[src/rtl/spi_sync_filter.sv]
// spi_sync_filter: per-channel input conditioner for asynchronous pins.
// Each channel has a STAGES-deep synchroniser and a glitch filter that
// only accepts a new level after FILTER_LEN consecutive matching samples.
// It also produces registered one-cycle rise/fall strobes on the filtered level.
module spi_sync_filter #(
    parameter int unsigned           WIDTH      = 4,
    parameter int unsigned           STAGES     = 2,
    parameter int unsigned           FILTER_LEN = 3,
    parameter logic [WIDTH-1:0]      RESET_VAL  = '0
) (
    input  logic             clk,
    input  logic             rst,
    input  logic [WIDTH-1:0] async_in,
    output logic [WIDTH-1:0] sync_out,
    output logic [WIDTH-1:0] rise,
    output logic [WIDTH-1:0] fall
);

    localparam int unsigned    CW       = $clog2(FILTER_LEN + 1);
    localparam logic [CW-1:0]  CNT_LAST = CW'(FILTER_LEN - 1);
    localparam logic [CW-1:0]  CNT_ONE  = CW'(1);

    if (STAGES < 2) begin : g_bad_stages
        $error("spi_sync_filter: STAGES must be at least 2");
    end
    if (FILTER_LEN < 1) begin : g_bad_filter_len
        $error("spi_sync_filter: FILTER_LEN must be at least 1");
    end

    logic [WIDTH-1:0] chain [STAGES];
    logic [WIDTH-1:0] synced;
    logic [CW-1:0]    cnt      [WIDTH];
    logic [CW-1:0]    next_cnt [WIDTH];
    logic [WIDTH-1:0] next_out;

    assign synced = chain[STAGES-1];

    // Synchroniser chain: plain flop-to-flop, loaded with RESET_VAL on reset
    // so releasing reset cannot create an edge from stale chain contents.
    always_ff @(posedge clk) begin
        if (rst) begin
            for (int unsigned k = 0; k < STAGES; k++) begin
                chain[k] <= RESET_VAL;
            end
        end else begin
            chain[0] <= async_in;
            for (int unsigned k = 1; k < STAGES; k++) begin
                chain[k] <= chain[k-1];
            end
        end
    end

    // Filter next-state: any sample equal to the current output restarts the count.
    always_comb begin
        next_out = sync_out;
        for (int unsigned i = 0; i < WIDTH; i++) begin
            next_cnt[i] = '0;
            if (synced[i] != sync_out[i]) begin
                if (cnt[i] == CNT_LAST) begin
                    next_out[i] = synced[i];
                end else begin
                    next_cnt[i] = cnt[i] + CNT_ONE;
                end
            end
        end
    end

    // Filter state, filtered level and edge strobes, all updated on the same edge.
    always_ff @(posedge clk) begin
        if (rst) begin
            sync_out <= RESET_VAL;
            rise     <= '0;
            fall     <= '0;
            for (int unsigned i = 0; i < WIDTH; i++) begin
                cnt[i] <= '0;
            end
        end else begin
            sync_out <= next_out;
            rise     <= next_out & ~sync_out;
            fall     <= ~next_out & sync_out;
            for (int unsigned i = 0; i < WIDTH; i++) begin
                cnt[i] <= next_cnt[i];
            end
        end
    end

endmodule

[config.mk]
export PLATFORM = sky130hd
export DESIGN_NAME = spi_sync_filter
export DESIGN_NICKNAME = d
export VERILOG_FILES = /design/src/rtl/spi_sync_filter.sv
export SDC_FILE = /design/constraint.sdc
export NUM_CORES = 1
export LEC_CHECK = 0
export ABC_CLOCK_PERIOD_IN_PS = 1000
export BUFFER_PORTS_ARGS = -buffer_cell sky130_fd_sc_hd__clkbuf_2
export CAP_MARGIN = 20
export CORE_MARGIN = 3
export CORE_UTILIZATION = 45
export CTS_CLUSTER_SIZE = 8
export DETAILED_ROUTE_END_ITERATION = 8
export PLACE_DENSITY = 0.73
export SLEW_MARGIN = 0
export SYNTH_ARGS = -nofsm -noshare
export SYNTH_HDL_FRONTEND = slang
export SYNTH_SLANG_ARGS = --single-unit
[constraint.sdc]
create_clock -name clk -period 1 [get_ports clk]
set_input_delay 0.2 -clock clk [delete_from_list [all_inputs] [get_ports clk]]
set_output_delay 0.2 -clock clk [all_outputs]
set_load 0.03 [all_outputs]
==> reports/qor.json, run 1 <==
{
  "status": {"value": "complete, but fails checks"},
  "failed_checks": {"value": "negative setup slack"},
  "setup_viol": {"value": 3},
  "detail_route.vias_per_cell": {"value": 4.86},
  "crit_type": {"value": "reg -> out"},
  "tritoncts_clock_tree": {"value": "done"},
  "synth_top_cell_area_share": {"value": 0.583},
  "nNetsFinal": {"value": 112},
  "grt_pass1_wl": {"value": 2550, "unit": "um"},
  "crit_path_top_delay_cell": {"value": "dfxtp_2"},
  "mostFrequentLayoutCells": {"value": "dfxtp_2, dfxtp_1, buf_8, nor2b_1"},
  "dr_total_vias": {"value": 617},
  "final_layout_size_suffix_gt1_frac": {"value": 0.650},
  "crit_path_start_kind": {"value": "flip-flop"},
  "die_area": {"value": 2730, "unit": "um2"},
  "rsz_0062_raised_after_global_routing": {"value": "true"},
  "fin_worst_skew": {"value": 2.13, "unit": "ps"},
  "grt_antenna_before_repair": {"value": 0},
  "drt_wl_total": {"value": 1630, "unit": "um"},
  "timing.critical_path.buf_inv": {"value": 1},
  "htree_levels": {"value": 1},
  "die_height": {"value": 52.2, "unit": "um"},
  "timing.slew.headroom": {"value": 0.813},
  "netlist.top_cell.by_area": {"value": "dfxtp_1"},
  "timing.hold.ws": {"value": 80.7, "unit": "ps"},
  "worstMarginPinSlew": {"value": 278, "unit": "ps"},
  "io_buffer_count": {"value": 17},
  "ctsHoldBuffers": {"value": 0},
  "minimum_period_implied_by_the_final_worst_setup_slack": {"value": 1020, "unit": "ps"},
  "yosys.cell_types.count": {"value": 13},
  "synthCells": {"value": 75},
  "worst_path_dominant_cell_family": {"value": "flip-flops"},
  "layout-area-overhead-vs-synth": {"value": 43.0, "unit": "%"},
  "totalNegativeSetupSlack": {"value": -31.2, "unit": "ps"},
  "synth-compound-area-share": {"value": 0},
  "final_antenna_net_count": {"value": 0},
  "peakVddDrop": {"value": 786, "unit": "uV"},
  "post-route-worst-setup-slack": {"value": -20.0, "unit": "ps"},
  "dr.pass1.iters": {"value": 2},
  "num_io_pins": {"value": 18},
  "grt_max_degree": {"value": 21},
  "ys_seq_area_frac": {"value": 0.583},
  "grt_util_all_layers": {"value": 0.128},
  "synth_top_family_by_area": {"value": "simple AND/OR/NAND/NOR gates"},
  "drt_iter0_markers": {"value": 3},
  "synth_mux_area_frac": {"value": 0.0417},
  "synthesis.yosys.warnings": {"value": 0},
  "die_width": {"value": 52.2, "unit": "um"},
  "synth_nets": {"value": 85},
  "final_weighted_congestion_of_routability_driven_global_placement": {"value": 0.627},
  "layout.cells.most_common": {"value": "dfxtp_2"},
  "part_of_the_cycle_the_worst_path_needs": {"value": 1.02},
  "synth_xor_xnor_area_share": {"value": 0.0365},
  "critPathMaxFanout": {"value": 2},
  "grt_overflow_total": {"value": 0},
  "hold_path_class": {"value": "in -> reg"},
  "start_util": {"value": 0.485},
  "cts.root.buffer_cell": {"value": "clkbuf_4"},
  "synthSimpleGateAreaFrac": {"value": 0.232},
  "worstPathRequired": {"value": 800, "unit": "ps"},
  "drv_slew": {"value": 0},
  "cts_buf_count": {"value": 3},
  "synth_area_leaders": {"value": "dfxtp_1, and4bb_2, ha_1, nor2b_1, mux2i_1"},
  "cts_buffer_depth": {"value": 2},
  "vias_in_the_first_global_route": {"value": 595},
  "post_dr_wirelength_cell": {"value": 12.8, "unit": "um"},
  "fmaxAchievable": {"value": 980, "unit": "MHz"},
  "ordered_cell_list_for_the_critical_path": {"value": "buf_8"},
  "synthAdderAreaFrac": {"value": 0.0521},
  "hold_viol": {"value": 0},
  "clock_insertion_delay_worst_skew": {"value": 310, "unit": "ps"},
  "fp.coreArea": {"value": 1980, "unit": "um2"},
  "total_power": {"value": 1.67, "unit": "mW"},
  "hpwlAfterDp": {"value": 974, "unit": "um"},
  "synth_area_per_cell": {"value": 12.8, "unit": "um2"},
  "diodes_inserted": {"value": 0},
  "leakage": {"value": 0.505, "unit": "nW"},
  "critical_path_arrival": {"value": 820, "unit": "ps"},
  "placement_rows": {"value": 16},
  "ys_seq_elements": {"value": 28},
  "clock_sink_count": {"value": 28},
  "cts.reportedPaths.clkPinSlew": {"value": 130, "unit": "ps"},
  "post_synth_instance_area": {"value": 961, "unit": "um2"},
  "max-cap-violations": {"value": 0},
  "pwr_density_cell": {"value": 1220, "unit": "nW/um2"},
  "final_core_utilization": {"value": 0.693},
  "detail_route.drc_violations": {"value": 0},
  "critical-path-max-stage-delay": {"value": 380, "unit": "ps"},
  "critPathCaptureType": {"value": "output port"}
}
[cell usage after synthesis, drive strengths merged]
cell    number
and4bb       6
buf          3
dfxtp       28
ha           4
inv          4
mux2i        4
nor2         4
nor2b        8
nor4         8
nor4bb       2
xnor2        4
[power by group]
group | switching [mW] | internal, mW | leakage (nW)
clock | 0.294 | 0.141 | 0.0138
sequential | 0.0125 | 1.14 | 0.236
combinational | 0.0393 | 0.0473 | 0.256
total | 0.346 | 1.32 | 0.505
[area by class of cell]
cell class,count,area (um2)
tap,27,33.8
multi-input combinational,40,444
fill,139,608
timing repair buffer,25,278
sequential,28,581
clock buffer,3,22.5
inverter,4,15.0
[flip-flops by register name (all words and copies together), names as in the netlist]
| register | flops |
|---|---|
| cnt | 8 |
| rise | 4 |
| fall | 4 |
| sync_out | 4 |
| chain | 8 |
[final timing paths]
path               start     endpoint  slack (ps)  cells past startpoint
min reg2reg    cnt[2][0]    cnt[2][0]         420                      1
max reg2reg    cnt[3][0]    cnt[3][1]          30                      3
max          sync_out[3]  sync_out[3]         -20                      1
min          async_in[3]  chain[0][3]          80                      2
[routing by layer]
| metal | vias up | global-route usage | wire [um] |
|---|---|---|---|
| met3 | 2 | 0.0171 | 47 |
| met4 | 0 | 0.0766 | 19 |
| met5 | - | 0 | 0 |
| li1 | 310 | - | - |
| met2 | 13 | 0.224 | 870 |
| met1 | 292 | 0.146 | 692 |
[kinds of logic after synthesis]
logic type	count (synthesis)
mux	4
flops	28
buf+inv	7
fa+ha+maj	4
xor+xnor	4
simple gates	28
[per-stage QoR]
stage          setup WS [ps]  std cells  area (um2)
2_1_floorplan           50.7         75         961
3_3_place_gp            37.2        118        1070
3_5_place_dp           -56.8        118        1070
4_1_cts                -44.6        125        1270
5_1_grt                -65.3        127        1370
6_report               -20.0        127        1370
[repair_timing]
action	4_1_cts	5_1_grt
endpoints found under the hold margin	0	0
endpoints found under the setup margin	22	24
pin swaps	5	3
setup buffers	4	2
resized for setup	43	26
No activity file was read; power rests on OpenSTA's default activity.
==> run 2, diff against run 1 <==
Settings changed: ABC_AREA set to 1.
==> run 2 against run 1 <==
  * Critical path type unchanged
  * The flow still finishes with violations (negative setup slack)
  * Combinational power down 18%
  * Synthesized area rose by 0.65%
  * Synthesized cell count increased by 47%
  * Global-route usage fell by 1.2 points
==> reports/qor.json, run 2 <==
{
  "dr_total_vias": {"value": 690},
  "num_io_pins": {"value": 18},
  "synthesis.yosys.warnings": {"value": 0},
  "number_of_enable_flip_flop_cells_after_synthesis": {"value": 0},
  "synth_top_cell_area_share": {"value": 0.580},
  "timing.hold.ws": {"value": 58.0, "unit": "ps"},
  "worstPathRequired": {"value": 800, "unit": "ps"},
  "grt_pass1_wl": {"value": 2350, "unit": "um"},
  "tritoncts_clock_tree": {"value": "done"},
  "grt_util_all_layers": {"value": 0.116},
  "die_height": {"value": 52.4, "unit": "um"},
  "reg.largest.list": {"value": "chain: 8 flops, cnt: 8 flops"},
  "pwr_density_cell": {"value": 1330, "unit": "nW/um2"},
  "synthCells": {"value": 110},
  "final_weighted_congestion_of_routability_driven_global_placement": {"value": 0.590},
  "clock_sink_count": {"value": 28},
  "synth-async-reset-ratio": {"value": 0},
  "dp_cells": {"value": 153},
  "cts.root.buffer_cell": {"value": "clkbuf_4"},
  "worstMarginPinSlew": {"value": 390, "unit": "ps"},
  "final_antenna_net_count": {"value": 0},
  "hold_viol": {"value": 0},
  "timing.critical_path.buf_inv": {"value": 1},
  "dr.pass1.iters": {"value": 3},
  "htree_levels": {"value": 1},
  "post-place-ws": {"value": 39.5, "unit": "ps"},
  "synth_top_cells_by_count": {"value": "dfxtp_1, nor2_1, inv_1, nand2_1, nand3_1"},
  "dominantRegCellSynth": {"value": "dfxtp_1"},
  "critPathMaxFanout": {"value": 4},
  "critical-path-max-stage-delay": {"value": 380, "unit": "ps"},
  "hpwlAfterDp": {"value": 949, "unit": "um"},
  "detail_route.drc_violations": {"value": 0},
  "fp.coreArea": {"value": 2000, "unit": "um2"},
  "drt_iter0_markers": {"value": 7},
  "minimum_period_implied_by_the_final_worst_setup_slack": {"value": 1020, "unit": "ps"},
  "drt_wl_total": {"value": 1430, "unit": "um"},
  "crit_type": {"value": "reg -> out"},
  "netlist.top_cell.by_area": {"value": "dfxtp_1"},
  "ctsHoldBuffers": {"value": 0},
  "setup_viol": {"value": 2},
  "hold_path_class": {"value": "in -> reg"},
  "cts.reportedPaths.clkPinSlew": {"value": 130, "unit": "ps"},
  "layout.cells.most_common": {"value": "nor2_1"},
  "failed_checks": {"value": "negative setup slack"},
  "ys_seq_elements": {"value": 28},
  "final_layout_size_suffix_gt1_frac": {"value": 0.383},
  "crit_path_start_kind": {"value": "flip-flop"},
  "cts_buffer_depth": {"value": 2},
  "placement_rows": {"value": 16},
  "totalNegativeSetupSlack": {"value": -34.5, "unit": "ps"},
  "timing.slew.headroom": {"value": 0.740},
  "critPathCaptureType": {"value": "output port"},
  "worst_path_dominant_cell_family": {"value": "flip-flops"},
  "layout-area-overhead-vs-synth": {"value": 33.6, "unit": "%"},
  "yosys.cell_types.count": {"value": 11},
  "crit_path_top_delay_cell": {"value": "dfxtp_4"},
  "diodes_inserted": {"value": 0},
  "synth_nets": {"value": 120},
  "die_area": {"value": 2740, "unit": "um2"},
  "rsz_0062_raised_after_global_routing": {"value": "true"},
  "clock_insertion_delay_worst_skew": {"value": 310, "unit": "ps"},
  "total_power": {"value": 1.72, "unit": "mW"},
  "leakage": {"value": 0.554, "unit": "nW"},
  "post-route-worst-setup-slack": {"value": -21.3, "unit": "ps"},
  "cts_buf_count": {"value": 3},
  "critical_path_arrival": {"value": 820, "unit": "ps"},
  "part_of_the_cycle_the_worst_path_needs": {"value": 1.02},
  "ys_seq_area_frac": {"value": 0.580},
  "vias_in_the_first_global_route": {"value": 618},
  "post_dr_wirelength_cell": {"value": 8.93, "unit": "um"},
  "post_route_insts_no_fill": {"value": 160},
  "mostFrequentLayoutCells": {"value": "nor2_1, inv_1, dfxtp_2, dfxtp_1, buf_8"},
  "peakVddDrop": {"value": 802, "unit": "uV"},
  "grt_antenna_before_repair": {"value": 0},
  "drv_slew": {"value": 0},
  "synth_area_leaders": {"value": "dfxtp_1, nor2_1, inv_1, ha_1, nand2_1"},
  "detail_route.vias_per_cell": {"value": 4.31},
  "grt_overflow_total": {"value": 0},
  "nNetsFinal": {"value": 144},
  "max-cap-violations": {"value": 0},
  "io_buffer_count": {"value": 17},
  "start_util": {"value": 0.483},
  "fin_worst_skew": {"value": 1.46, "unit": "ps"},
  "post_synth_instance_area": {"value": 967, "unit": "um2"},
  "ordered_cell_list_for_the_critical_path": {"value": "buf_8"},
  "die_width": {"value": 52.4, "unit": "um"},
  "grt_max_degree": {"value": 20},
  "status": {"value": "complete, but fails checks"},
  "fmaxAchievable": {"value": 979, "unit": "MHz"},
  "synth_area_per_cell": {"value": 8.79, "unit": "um2"}
}
==> run 2: cell types whose count changed after synthesis, sizes merged <==
cell,before,now
and4bb,6,0
nor2,4,28
mux2i,4,0
nand2,0,12
nor4,8,0
inv,4,20
xnor2,4,0
nor3,0,4
buf,3,2
o21ai,0,4
nor2b,8,0
nand3,0,8
nor4bb,2,0
==> run 2: layer usage <==
layer	up-vias	routed length (um)	track usage
met5	-	0	0
met4	0	17	0.0511
met3	2	63	0.0256
met2	15	667	0.207
met1	296	680	0.129
li1	377	-	-
==> run 2: stage by stage <==
stage / instance area (um2) / utilization
after floorplan: 967 / -
after global placement: 1070 / 0.535
after detailed placement: 1070 / 0.535
after CTS: 1240 / 0.620
after global routing: 1290 / 0.646
final: 1290 / 0.646
==> run 2: path summary, 6_finish.rpt <==
path / start / endpoint / slack [ps] / cells after the start
worst max register to register: cnt[3][0] / sync_out[3] / 60 / 5
worst max-delay path: sync_out[1] / sync_out[1] / -20 / 1
worst min-delay path: async_in[0] / chain[0][0] / 60 / 3
worst min register to register: cnt[2][0] / cnt[2][0] / 400 / 1
==> run 2: layout make-up <==
cell class	instances	area (um2)
Timing Repair Buffer	21	235
Sequential cell	28	583
Tap cell	27	33.8
Inverter	20	75.1
Multi-Input combinational cell	60	329
Clock buffer	4	36.3
Fill cell	157	709
==> run 2: cells by family (layout without fill, tap and decap cells) <==
kind of cell	Yosys count	after routing	synth area share
flops	28	28	0.580
buf+inv	22	45	0.101
fa+ha+maj	4	4	0.0517
compound gates	4	4	0.0207
simple gates	52	52	0.247
==> run 2: power by group <==
part | internal, mW | switching [mW] | leakage, nW
Sequential | 1.13 | 0.0102 | 0.236
Combinational | 0.0289 | 0.0422 | 0.297
Clock | 0.222 | 0.286 | 0.0210
==> run 2: what timing repair did <==
item / CTS / global route
gates resized for setup: 35 / 24
buffers inserted: 2 / 1
setup endpoints to repair: 12 / 24
hold endpoints to repair: 0 / 0
pin swaps: 0 / 10
==> run 3, diff against run 2 <==
Settings changed: ABC_CLOCK_PERIOD_IN_PS 1000 to unset, CELL_PAD_IN_SITES_DETAIL_PLACEMENT set to 0, CELL_PAD_IN_SITES_GLOBAL_PLACEMENT set to 1, CORE_ASPECT_RATIO set to 0.5, CORE_UTILIZATION 45 to 35, PLACE_DENSITY 0.73 to 0.75.
==> run 3 against run 2 <==
  * Critical path depth unchanged
  * Critical endpoint is now fall[0]
  * Critical path type unchanged
  * Sequential power is essentially flat
  * Global-route usage fell by 2.7 points
  * Highest routed layer unchanged
  * Final area shrank 2.9%
  * Hold slack improved by 50 ps
  * The flow now finishes without violations
  * Sequential cell count unchanged
==> reports/qor.json, run 3 (synthesized netlist as in run 2, its figures left out) <==
{
  "max-cap-violations": {"value": 0},
  "cts_buf_count": {"value": 3},
  "hold_viol": {"value": 0},
  "grt_overflow_total": {"value": 0},
  "minimum_period_implied_by_the_final_worst_setup_slack": {"value": 969, "unit": "ps"},
  "die_width": {"value": 80.3, "unit": "um"},
  "num_io_pins": {"value": 18},
  "mostFrequentLayoutCells": {"value": "nor2_1, dfxtp_1, inv_1, nand2_1, nand3_1"},
  "final_weighted_congestion_of_routability_driven_global_placement": {"value": 0.710},
  "detailed_place.area": {"value": 1090, "unit": "um2"},
  "drv_slew": {"value": 0},
  "total_power": {"value": 1.90, "unit": "mW"},
  "timing.hold.ws": {"value": 108, "unit": "ps"},
  "drt_iter0_markers": {"value": 16},
  "reg.largest.list": {"value": "chain: 8 flops, cnt: 8 flops"},
  "worstMarginPinSlew": {"value": 149, "unit": "ps"},
  "worstRegToRegCells": {"value": 5},
  "placement_rows": {"value": 12},
  "htree_levels": {"value": 1},
  "vias_in_the_first_global_route": {"value": 573},
  "hold_start": {"value": "async_in[3]"},
  "crit_path_start_kind": {"value": "flip-flop"},
  "die_area": {"value": 3470, "unit": "um2"},
  "crit_path_top_delay_cell": {"value": "dfxtp_1"},
  "critical-path-max-stage-delay": {"value": 310, "unit": "ps"},
  "grt_pass1_wl": {"value": 2290, "unit": "um"},
  "grt_util_all_layers": {"value": 0.0885},
  "post_route_insts_no_fill": {"value": 168},
  "grt_max_degree": {"value": 25},
  "pwr_density_cell": {"value": 1510, "unit": "nW/um2"},
  "cp.depth": {"value": 1},
  "fin_worst_skew": {"value": 4.72, "unit": "ps"},
  "clock_insertion_delay_worst_skew": {"value": 270, "unit": "ps"},
  "timing.critical_path.buf_inv": {"value": 1},
  "post_dr_wirelength_cell": {"value": 8.46, "unit": "um"},
  "detail_route.drc_violations": {"value": 0},
  "die_height": {"value": 43.2, "unit": "um"},
  "critPathCaptureType": {"value": "output port"},
  "dr.pass1.iters": {"value": 4},
  "io_buffer_count": {"value": 17},
  "dp_cells": {"value": 161},
  "critical_path_arrival": {"value": 770, "unit": "ps"},
  "layout-area-overhead-vs-synth": {"value": 29.8, "unit": "%"},
  "ordered_cell_list_for_the_critical_path": {"value": "buf_2"},
  "fmaxAchievable": {"value": 1030, "unit": "MHz"},
  "cp-startpoint": {"value": "fall[0]"},
  "post-place-ws": {"value": 27.3, "unit": "ps"},
  "grt_antenna_before_repair": {"value": 0},
  "critPathMaxFanout": {"value": 1},
  "nNetsFinal": {"value": 144},
  "final_antenna_net_count": {"value": 0},
  "worst_path_dominant_cell_family": {"value": "flip-flops"},
  "cts_buffer_depth": {"value": 2},
  "tritoncts_clock_tree": {"value": "done"},
  "timing.hold.worst_path_depth": {"value": 3},
  "final_layout_size_suffix_gt1_frac": {"value": 0.308},
  "fp.coreArea": {"value": 2420, "unit": "um2"},
  "final_core_utilization": {"value": 0.519},
  "layout.cells.most_common": {"value": "nor2_1"},
  "setup_viol": {"value": 0},
  "hold_path_class": {"value": "in -> reg"},
  "detail_route.vias_per_cell": {"value": 4.08},
  "hpwlAfterDp": {"value": 985, "unit": "um"},
  "cts.reportedPaths.clkPinSlew": {"value": 90, "unit": "ps"},
  "worstPathRequired": {"value": 800, "unit": "ps"},
  "post-route-worst-setup-slack": {"value": 31.3, "unit": "ps"},
  "final_design_area_no_fill": {"value": 1250, "unit": "um2"},
  "clock_sink_count": {"value": 28},
  "part_of_the_cycle_the_worst_path_needs": {"value": 0.969},
  "drt_wl_total": {"value": 1420, "unit": "um"},
  "totalNegativeSetupSlack": {"value": 0, "unit": "ps"},
  "status": {"value": "complete, no violations"},
  "cts.root.buffer_cell": {"value": "clkbuf_8"},
  "diodes_inserted": {"value": 0},
  "crit_type": {"value": "reg -> out"},
  "peakVddDrop": {"value": 762, "unit": "uV"},
  "ctsHoldBuffers": {"value": 0},
  "rr_startpoint": {"value": "cnt[0][0]"},
  "dr_total_vias": {"value": 685},
  "timing.slew.headroom": {"value": 0.899},
  "leakage": {"value": 0.549, "unit": "nW"},
  "start_util": {"value": 0.400}
}
run 3: layout make-up:
type                            instances  area, um2
Fill cell                             235       1160
Sequential cell                        28        571
Multi-Input combinational cell         60        329
Timing Repair Buffer                   21        181
Inverter                               20       75.1
Clock buffer                            4       55.1
Tap cell                               35       43.8
run 3: worst paths after layout:
path | slack, ps | end
max | 30 | fall[0]
min | 110 | chain[0][3]
max reg2reg | 80 | cnt[0][0]
min reg2reg | 400 | cnt[3][0]
run 3: metal layers:
layer / wire, um / track usage / up-vias
met5: 0 / 0 / -
met4: 8 / 0.0404 / 0
met3: 87 / 0.0508 / 2
met2: 690 / 0.138 / 14
met1: 635 / 0.0977 / 293
li1: - / - / 376
run 3: timing repair:
| item | in CTS | in global routing |
|---|---|---|
| setup buffers | 2 | 1 |
| pin swaps | 0 | 3 |
| endpoints found under the hold margin | 0 | 0 |
| resized for setup | 12 | 30 |
| endpoints found under the setup margin | 4 | 23 |
run 3: power breakdown:
group | leakage (nW) | switching (mW) | internal (mW)
combinational | 0.289 | 0.0438 | 0.0337
sequential | 0.231 | 0.00990 | 1.13
clock | 0.0288 | 0.327 | 0.352
total | 0.549 | 0.381 | 1.52
